--- src/rtl/d16_pkg.sv ---
// Shared definitions for the d16 decode stage: opcodes, instruction fields, widths,
// and the decoded-op record carried by the output register.
package d16_pkg;

  localparam int AW    = 4;
  localparam int DW    = 16;
  localparam int NREG  = 16;

  localparam int OP_LO = 12;
  localparam int RD_LO = 8;
  localparam int RA_LO = 4;
  localparam int RB_LO = 0;

  typedef enum logic [3:0] {
    OP_NOP   = 4'h0,
    OP_ADD   = 4'h1,
    OP_SUB   = 4'h2,
    OP_AND   = 4'h3,
    OP_OR    = 4'h4,
    OP_XOR   = 4'h5,
    OP_SHL   = 4'h6,
    OP_SHR   = 4'h7,
    OP_LDI   = 4'h8,
    OP_LD    = 4'h9,
    OP_ST    = 4'hA,
    OP_RSV_B = 4'hB,
    OP_RSV_C = 4'hC,
    OP_RSV_D = 4'hD,
    OP_RSV_E = 4'hE,
    OP_HALT  = 4'hF
  } op_e;

  typedef enum logic {ST_RUN, ST_HALTED} state_e;

  typedef struct packed {
    logic [3:0]    op;
    logic [AW-1:0] rd;
    logic          we;
    logic [DW-1:0] a;
    logic [DW-1:0] b;
  } dec_t;

endpackage

--- src/rtl/d16_scoreboard.sv ---
// Pending-write mask: one bit per register, set when a writing op issues, cleared by
// the write-back bus. A set on the same register in the same cycle wins over the clear.
module d16_scoreboard
  import d16_pkg::*;
#(
  parameter int NREG = 16
) (
  input  logic          clk,
  input  logic          rst,
  input  logic          clr_en,
  input  logic [AW-1:0] clr_addr,
  input  logic          set_en,
  input  logic [AW-1:0] set_addr,
  input  logic [AW-1:0] look_a,
  input  logic [AW-1:0] look_b,
  output logic          pend_a,
  output logic          pend_b
);

  logic [NREG-1:0] sb, sb_nxt;

  always_comb begin
    sb_nxt = sb;
    if (clr_en) sb_nxt[clr_addr] = 1'b0;
    if (set_en) sb_nxt[set_addr] = 1'b1;
  end

  always_ff @(posedge clk) begin
    if (rst) sb <= '0;
    else     sb <= sb_nxt;
  end

  assign pend_a = sb[look_a];
  assign pend_b = sb[look_b];

endmodule

--- src/rtl/d16_decode.sv ---
// Decode / operand-fetch stage in front of d16_registers, with RAW stall scoreboard.
// Optional write-back forwarding: define D16_DECODE_BYPASS_EN.
module d16_decode
  import d16_pkg::*;
#(
  parameter int NREG = 16,
  parameter int DW   = 16
) (
  input  logic          sys_clk,
  input  logic          sys_rst,
  input  logic          instr_valid,
  input  logic [DW-1:0] instr,
  output logic          instr_ready,
  output logic [3:0]    addr_a,
  output logic [3:0]    addr_b,
  input  logic [DW-1:0] qa,
  input  logic [DW-1:0] qb,
  input  logic          wb_valid,
  input  logic [3:0]    wb_addr,
  input  logic [DW-1:0] wb_data,
  output logic          out_valid,
  input  logic          out_ready,
  output logic [3:0]    out_op,
  output logic [3:0]    out_rd,
  output logic          out_we,
  output logic [DW-1:0] out_a,
  output logic [DW-1:0] out_b
  ,output logic         illegal,
  output logic          halted
);

  op_e           op;
  logic [AW-1:0] rd, ra, rb;
  logic [7:0]    imm8;
  logic          uses_ra, uses_rb, we, rsv, is_halt;
  logic          pend_a, pend_b, fwd_a, fwd_b, hazard, accept;
  logic [DW-1:0] opa, opb;
  dec_t          dec, out_q;
  state_e        state_q, state_d;

  assign op   = op_e'(instr[OP_LO +: 4]);
  assign rd   = instr[RD_LO +: AW];
  assign ra   = instr[RA_LO +: AW];
  assign rb   = instr[RB_LO +: AW];
  assign imm8 = instr[7:0];

  assign addr_a = ra;
  assign addr_b = rb;

  always_comb begin
    uses_ra = 1'b0;
    uses_rb = 1'b0;
    we      = 1'b0;
    rsv     = 1'b0;
    is_halt = 1'b0;
    case (op)
      OP_ADD, OP_SUB, OP_AND, OP_OR,
      OP_XOR, OP_SHL, OP_SHR: begin uses_ra = 1'b1; uses_rb = 1'b1; we = 1'b1; end
      OP_LDI:                 we = 1'b1;
      OP_LD:                  begin uses_ra = 1'b1; we = 1'b1; end
      OP_ST:                  begin uses_ra = 1'b1; uses_rb = 1'b1; end
      OP_RSV_B, OP_RSV_C,
      OP_RSV_D, OP_RSV_E:     rsv = 1'b1;
      OP_HALT:                is_halt = 1'b1;
      default:                ;
    endcase
  end

  // Forwarding covers the cycle where the register file has not yet taken the write.
`ifdef D16_DECODE_BYPASS_EN
  assign fwd_a = wb_valid && (wb_addr == ra);
  assign fwd_b = wb_valid && (wb_addr == rb);
`else
  assign fwd_a = 1'b0;
  assign fwd_b = 1'b0;
`endif

  assign opa = fwd_a ? wb_data : qa;
  assign opb = fwd_b ? wb_data : qb;

  assign hazard      = (uses_ra & pend_a & ~fwd_a) | (uses_rb & pend_b & ~fwd_b);
  assign instr_ready = (state_q == ST_RUN) & (~out_valid | out_ready) & ~hazard;
  assign accept      = instr_valid & instr_ready;

  d16_scoreboard #(.NREG(NREG)) u_sb (
    .clk      (sys_clk),
    .rst      (sys_rst),
    .clr_en   (wb_valid),
    .clr_addr (wb_addr),
    .set_en   (accept & we),
    .set_addr (rd),
    .look_a   (ra),
    .look_b   (rb),
    .pend_a   (pend_a),
    .pend_b   (pend_b)
  );

  // Reserved opcodes leave as a clean NOP; unused operand slots are zeroed.
  always_comb begin
    dec    = '0;
    dec.op = rsv ? 4'(OP_NOP) : 4'(op);
    dec.rd = rsv ? '0 : rd;
    dec.we = we;
    dec.a  = uses_ra ? opa : '0;
    if (op == OP_LDI)  dec.b = {{(DW-8){1'b0}}, imm8};
    else if (uses_rb)  dec.b = opb;
  end

  always_ff @(posedge sys_clk) begin
    if (sys_rst) begin
      out_q     <= '0;
      out_valid <= 1'b0;
      illegal   <= 1'b0;
    end else begin
      illegal <= accept & rsv;
      if (accept) begin
        out_q     <= dec;
        out_valid <= 1'b1;
      end else if (out_ready) begin
        out_valid <= 1'b0;
      end
    end
  end

  always_comb begin
    state_d = state_q;
    if (state_q == ST_RUN && accept && is_halt) state_d = ST_HALTED;
  end

  always_ff @(posedge sys_clk) begin
    if (sys_rst) state_q <= ST_RUN;
    else         state_q <= state_d;
  end

  assign halted = (state_q == ST_HALTED);
  assign out_op = out_q.op;
  assign out_rd = out_q.rd;
  assign out_we = out_q.we;
  assign out_a  = out_q.a;
  assign out_b  = out_q.b;

endmodule

--- config.mk ---
export PLATFORM = sky130hd
export DESIGN_NAME = d16_decode
export DESIGN_NICKNAME = d
export VERILOG_FILES = /design/src/rtl/d16_pkg.sv /design/src/rtl/d16_scoreboard.sv /design/src/rtl/d16_decode.sv
export SDC_FILE = /design/constraint.sdc
export NUM_CORES = 1
export LEC_CHECK = 0
export CORE_MARGIN = 2
export CORE_UTILIZATION = 45
export DETAILED_ROUTE_END_ITERATION = 6
export PLACE_DENSITY = 0.88
export SKIP_CTS_REPAIR_TIMING = 1
export SYNTH_ARGS = -nofsm -noshare
export SYNTH_HDL_FRONTEND = slang
export SYNTH_SLANG_ARGS = --single-unit
--- constraint.sdc ---
create_clock -name sys_clk -period 5.9 [get_ports sys_clk]
set_input_delay 1.18 -clock sys_clk [delete_from_list [all_inputs] [get_ports sys_clk]]
set_output_delay 1.18 -clock sys_clk [all_outputs]
set_load 0.05 [all_outputs]
==> metrics.cfg, run 1 <==
[finish]
regArea_mm2 = 0.00120
fin_nets = 486
diodes = 0
area_growth_pct = 44.8
num-fill-cells = 472
fin_area_mm2 = 0.00404
multiInputGateArea_mm2 = 0.00142
drive_above_1_share = 0.0742

[synthesis]
synth_compound_area_frac = 0.203
yosys_warnings = 0
synthMuxAreaShare = 0.0709
syn_inst = 318
ys_seq_elements = 60
synth_nets = 391
seq_area_frac_synth = 0.431
yosys.cell_types.count = 35
yosysTopAreaCell = dfxtp_1
postSynthAreaPerCell_um2 = 8.76
synth_top_area_share = 0.431
synth_top_family_by_area = simple AND/OR/NAND/NOR gates
synth-simple-area-share = 0.232
synth_xor_area_frac = 0.00314
synthTopCellsByArea = dfxtp_1 43%, nand2b_1 7.4%, nand3_1 7.4%, a21oi_1 5.4%, mux4_2 4.8%
synth_fa_ha_area_frac = 0
synth_area_mm2 = 0.00279

[worst_setup_path]
cp.arrival_ns = 4.07
cp_slowest_cell = clkdlybuf4s50_1
required_ns = 4.72
crit_family = buffers and inverters
start_kind = input port
crit_fanout = 7
cpMostUsedCell = clkdlybuf4s50_1
crit_path_end_kind = primary output
cp_num_buf_inv = 2
setup.worst_path.start = instr[4]
r2r_start = u_sb.sb[11]
path_cells = clkdlybuf4s50_1, mux4_2, mux2_2, o221a_1, nor3b_1, clkdlybuf4s50_1
path_class = input port to primary output
critPathMaxStageDelay_ns = 0.85

[routing]
firstDrtPassIters = 4
drc = 0
dr.max_layer_used = met4
drtIter0Drc = 156
wire_per_inst_um = 15.6
drt-total-wl_um = 7680
ant_nets = 0
wl_met1_um = 3330
met2_length_um = 3660
dr_wl_met3_um = 557
dr_total_vias = 2703
avgViaCountPerCell = 5.48

[power_and_ir_drop]
powerDensity_mw_per_mm2 = 258
leakage_nw = 1.38
ir_drop_mv = 0.185
total_power_mw = 1.04

[hold_path]
worstHoldPathType = flop to flop
min_from = out_rd[1]

[timing]
layout_min_cycle_time_ns = 5.25
fin_worst_skew_ns = 0.0110
fin_setup_tns_ns = 0
max_clock_freq_mhz = 190
finalMaxSlewViolations = 0
setup_viol = 0
timing.final.crit_share = 0.890
hold_viol = 0
worstMarginPinSlew_ns = 1.01
rsz0062_at_grt = no
relSlewSlack = 0.323

[placed_design]
post_dp_cell_area_mm2 = 0.00385
hpwlAfterDp_um = 5520
place_congestion = 0.873
numPortBuffers = 109

[cts]
cts_tree = yes
cts_sinks = 60
clockRootBuffer = clkbuf_8
clockBufferDepth = 2
clkLatencyLatePin_ns = 0.34
cts_buffers = 9
cts_htree_levels = 3
clkSlewWorstSetupHoldPaths_ns = 0.06

[global_routing]
grt_pass1_vias = 2429
grt_use_total = 0.221
antenna_found_initial = 0
grt_max_degree = 59
grt-ovfl-total = 0
grt_pass1_wl_um = 11400

[die]
coreArea_mm2 = 0.00596
rows = 28
fp.dieH_um = 82.7
die_area_mm2 = 0.00684
pin_count = 126
die_w_um = 82.7
initial_utilization = 0.468

[run_status]
status = finished, final reports clean

[flow_run]
cap_violations = 0

layout make-up:
class	count	share of cell area
Multi-Input combinational cell	225	0.351
Inverter	3	0.00279
Tap cell	75	0.0233
Clock inverter	6	0.0136
Sequential cell	60	0.298
Clock buffer	10	0.0316
Timing Repair Buffer	114	0.280
layer usage:
layer	vias to the layer above	global-route usage
li1	1339	-
met1	1242	0.288
met2	110	0.353
met3	12	0.0435
met4	0	0.102
met5	-	0
state kept, by name (all words and copies together), names as in the netlist:
signal,count
out_b,16
out_we,1
out_op,4
halted,1
out_a,16
out_valid,1
illegal,1
u_sb.sb,16
out_rd,4
through the flow:
stage	hold slack, ns	std cells	setup WS, ns	utilization
4_1_cts	0.471	493	0.635	0.678
6_report	0.471	493	0.650	0.678
2_1_floorplan	0.448	318	1.15	-
3_3_place_gp	0.452	477	0.688	0.647
3_5_place_dp	0.460	477	0.655	0.647
5_1_grt	0.485	493	0.482	0.678
cells in the mapped netlist:
cell and n:
mux2i_1 4, nand3_1 41, and3_1 1, o2bb2ai_1 2
a22oi_1 8, o31ai_1 7, nor3_1 1, mux2_2 2
nand3b_1 3, buf_4 9, mux4_2 6, o21ai_1 7
a211oi_1 8, o21ai_0 13, o211ai_1 9, nand4b_1 1
nand2_1 18, and2_1 1, nor3_4 1, xnor2_1 1
clkinv_1 1, nor2_1 16, nand2b_1 33, clkbuf_1 13
or3_1 1, o221a_2 1, inv_1 2, o311ai_0 3
nor3b_1 4, dfxtp_1 60, buf_2 8, a21oi_1 30
a21o_1 1, or2_2 1, o221a_1 1
tightest hold or removal path: stages, from the launching register on:
cell and delay, ns:
dfxtp_1 0.31, nand2_1 0.05, o21ai_0 0.06
final timing paths:
kind / to / slack (ns) / cells after the start
worst max-delay path: instr_ready / 0.65 / 6
worst min-delay path: out_rd[1] / 0.47 / 2
worst max register to register: u_sb.sb[12] / 3.25 / 7
worst min register to register: out_rd[1] / 0.47 / 2
placed cells by master, fill, tap and decap left out, drive strengths merged, types with 7 or more instances in the layout:
master,instances
nand2b,33
o211ai,9
o21ai,20
a22oi,8
nor2,16
clkdlybuf4s50,109
o31ai,7
nand3,41
a211oi,8
dfxtp,60
nand2,18
a21oi,30
clkbuf,10
power by group:
part / switching, mW / total [mW] / internal, mW
clock: 0.160 / 0.351 / 0.191
sequential: 0.0107 / 0.436 / 0.425
combinational: 0.154 / 0.257 / 0.102
total: 0.325 / 1.04 / 0.718
cell families (layout without fill, tap and decap cells):
family	Yosys count	after routing
xor+xnor	1	1
simple gates	122	122
flops	60	60
buf+inv	33	133
mux	12	12
compound gates	90	90
(Power assumes the default switching activity.)
==> run 2, diff against run 1 <==
--- a/config.mk
+++ b/config.mk
@@ -9,2 +9,3 @@
 export CORE_UTILIZATION = 45
+export CTS_CLUSTER_SIZE = 10
 export DETAILED_ROUTE_END_ITERATION = 6
--- a/constraint.sdc
+++ b/constraint.sdc
@@ -3,2 +3,2 @@
 set_output_delay 1.18 -clock sys_clk [all_outputs]
-set_load 0.05 [all_outputs]
+set_load 0.01 [all_outputs]
==> metrics.cfg, run 2 (synthesis gave the netlist of run 1 again) <==
[finish]
fin_area_mm2 = 0.00407  ; +0.81%
diodes = 0  ; unchanged
drive_above_1_share = 0.0719  ; -0.00222
num-fill-cells = 499  ; +5.7%
final_cell_mix = 109 x clkdlybuf4s50_1, 60 x dfxtp_1, 41 x nand3_1
area_growth_pct = 46.0
final_cells = 492  ; -0.20%
fin_nets = 486  ; unchanged
final_util = 0.683  ; +0.00546
final_common_cell = clkdlybuf4s50_1

[cts]
cts_tree = yes
cts_buffers = 9  ; unchanged
clockRootBuffer = clkbuf_8
clkLatencyLatePin_ns = 0.35  ; about the same
clkSlewWorstSetupHoldPaths_ns = 0.06  ; about the same
cts_sinks = 60  ; unchanged
cts_htree_levels = 3  ; unchanged
clockBufferDepth = 2  ; unchanged

[routing]
drtIter0Drc = 142  ; -9.0%
drc = 0  ; unchanged
wire_per_inst_um = 16.2  ; +4.1%
wl_met1_um = 3330  ; +0.12%
drt-total-wl_um = 7970  ; +3.9%
ant_nets = 0  ; unchanged
dr.max_layer_used = met4
dr_wl_met3_um = 614  ; +10%
avgViaCountPerCell = 5.61  ; +2.2%
firstDrtPassIters = 5  ; +1
dr_total_vias = 2758  ; +2.0%
met2_length_um = 3840  ; +4.9%

[die]
initial_utilization = 0.468  ; unchanged
die_area_mm2 = 0.00684  ; unchanged
rows = 28  ; unchanged
coreArea_mm2 = 0.00596  ; unchanged
pin_count = 126  ; unchanged
die_w_um = 82.7  ; unchanged
fp.dieH_um = 82.7  ; unchanged

[timing]
layout_min_cycle_time_ns = 4.97  ; -0.284 ns
fin_setup_tns_ns = 0  ; unchanged
fin_hold_ws_ns = 0.462  ; -0.00822 ns
hold_viol = 0  ; unchanged
finalMaxSlewViolations = 0  ; unchanged
setup_viol = 0  ; unchanged
rsz0062_at_grt = no
worstMarginPinSlew_ns = 1.04  ; +0.0311 ns
max_clock_freq_mhz = 201  ; +5.7%
timing.final.crit_share = 0.842  ; -0.0481
relSlewSlack = 0.302  ; -0.0208
fin_worst_skew_ns = 0.00821  ; -0.00284 ns
fin_ws_ns = 0.934  ; +0.284 ns

[global_routing]
grt-ovfl-total = 0  ; unchanged
antenna_found_initial = 0  ; unchanged
grt_use_total = 0.237  ; +0.0165
grt_pass1_wl_um = 12100  ; +5.8%
grt_max_degree = 59  ; unchanged
grt_pass1_vias = 2530  ; +4.2%

[flow_run]
cap_violations = 0  ; unchanged

[worst_setup_path]
path_class = input port to primary output
required_ns = 4.72  ; about the same
crit_path_end_kind = primary output
cp.arrival_ns = 3.79  ; -0.28 ns
start_kind = input port
r2r_start = u_sb.sb[11]
reg2reg_to = u_sb.sb[13]
r2r_cells = 7  ; unchanged
crit_fanout = 7  ; unchanged
r2r_slack_ns = 3.20  ; -0.05 ns

[placed_design]
hpwlAfterDp_um = 5630  ; +1.9%
post_dp_cell_area_mm2 = 0.00385  ; unchanged
numPortBuffers = 109  ; unchanged
place_congestion = 0.895  ; +2.6%
placed_cells = 477  ; unchanged
place_ws_ns = 0.940  ; +0.284 ns

[run_status]
status = finished, final reports clean

[hold_path]
min_from = out_op[2]
worstHoldPathCells = 2  ; unchanged
worstHoldPathType = flop to flop
whs_endpoint = out_op[2]

[power_and_ir_drop]
ir_drop_mv = 0.145  ; -22%
total_power_mw = 1.03  ; -0.92%
leakage_nw = 1.39  ; +0.71%
powerDensity_mw_per_mm2 = 254  ; -1.7%

## run 2: cell types whose count changed in the layout (fill, tap and decap cells not counted)
cell | previous run | this run
clkbuf_8 | 9 | 10
clkinv_2 | 5 | 1
bufinv_16 | 1 | 2
clkinv_4 | 0 | 1
## run 2: worst max path at each step
| stage | slack [ns] | depth (start not counted) | endpoint | from |
|---|---|---|---|---|
| 5_1_grt | 0.85 | 6 | instr_ready | instr[0] |
| 4_1_cts | 0.93 | 6 | instr_ready | instr[0] |
| 3_5_place_dp | 0.94 | 6 | instr_ready | instr[0] |
| 2_1_floorplan | 1.99 | 5 | instr_ready | instr[4] |
| 6_report | 0.93 | 6 | instr_ready | instr[4] |
| 3_3_place_gp | 0.95 | 6 | instr_ready | instr[4] |
## run 2: worst max-delay path, cell delays in order
cell and delay (ns):
clkdlybuf4s50_1 0.70, mux4_2 0.55, mux2_2 0.28, o221a_1 0.28, nor3b_1 0.21, clkdlybuf4s50_1 0.58
## run 2: cell type report
type,count,area (um2),share of cell area
Multi-Input combinational cell,225,1420,0.349
Sequential cell,60,1200,0.295
Timing Repair Buffer,114,1130,0.277
Clock buffer,11,141,0.0348
Tap cell,75,93.8,0.0231
Clock inverter,4,73.8,0.0181
Inverter,3,11.3,0.00277
## run 2: routing by layer
metal  vias up  global-route usage
li1       1343                   -
met1      1267               0.301
met2       132               0.377
met3        16              0.0609
met4         0               0.113
met5         -                   0
## run 2: where the power goes
| group | internal [mW] | leakage [nW] | switching [mW] |
|---|---|---|---|
| Combinational | 0.102 | 0.795 | 0.0877 |
| Sequential | 0.425 | 0.489 | 0.0108 |
| Clock | 0.247 | 0.109 | 0.161 |
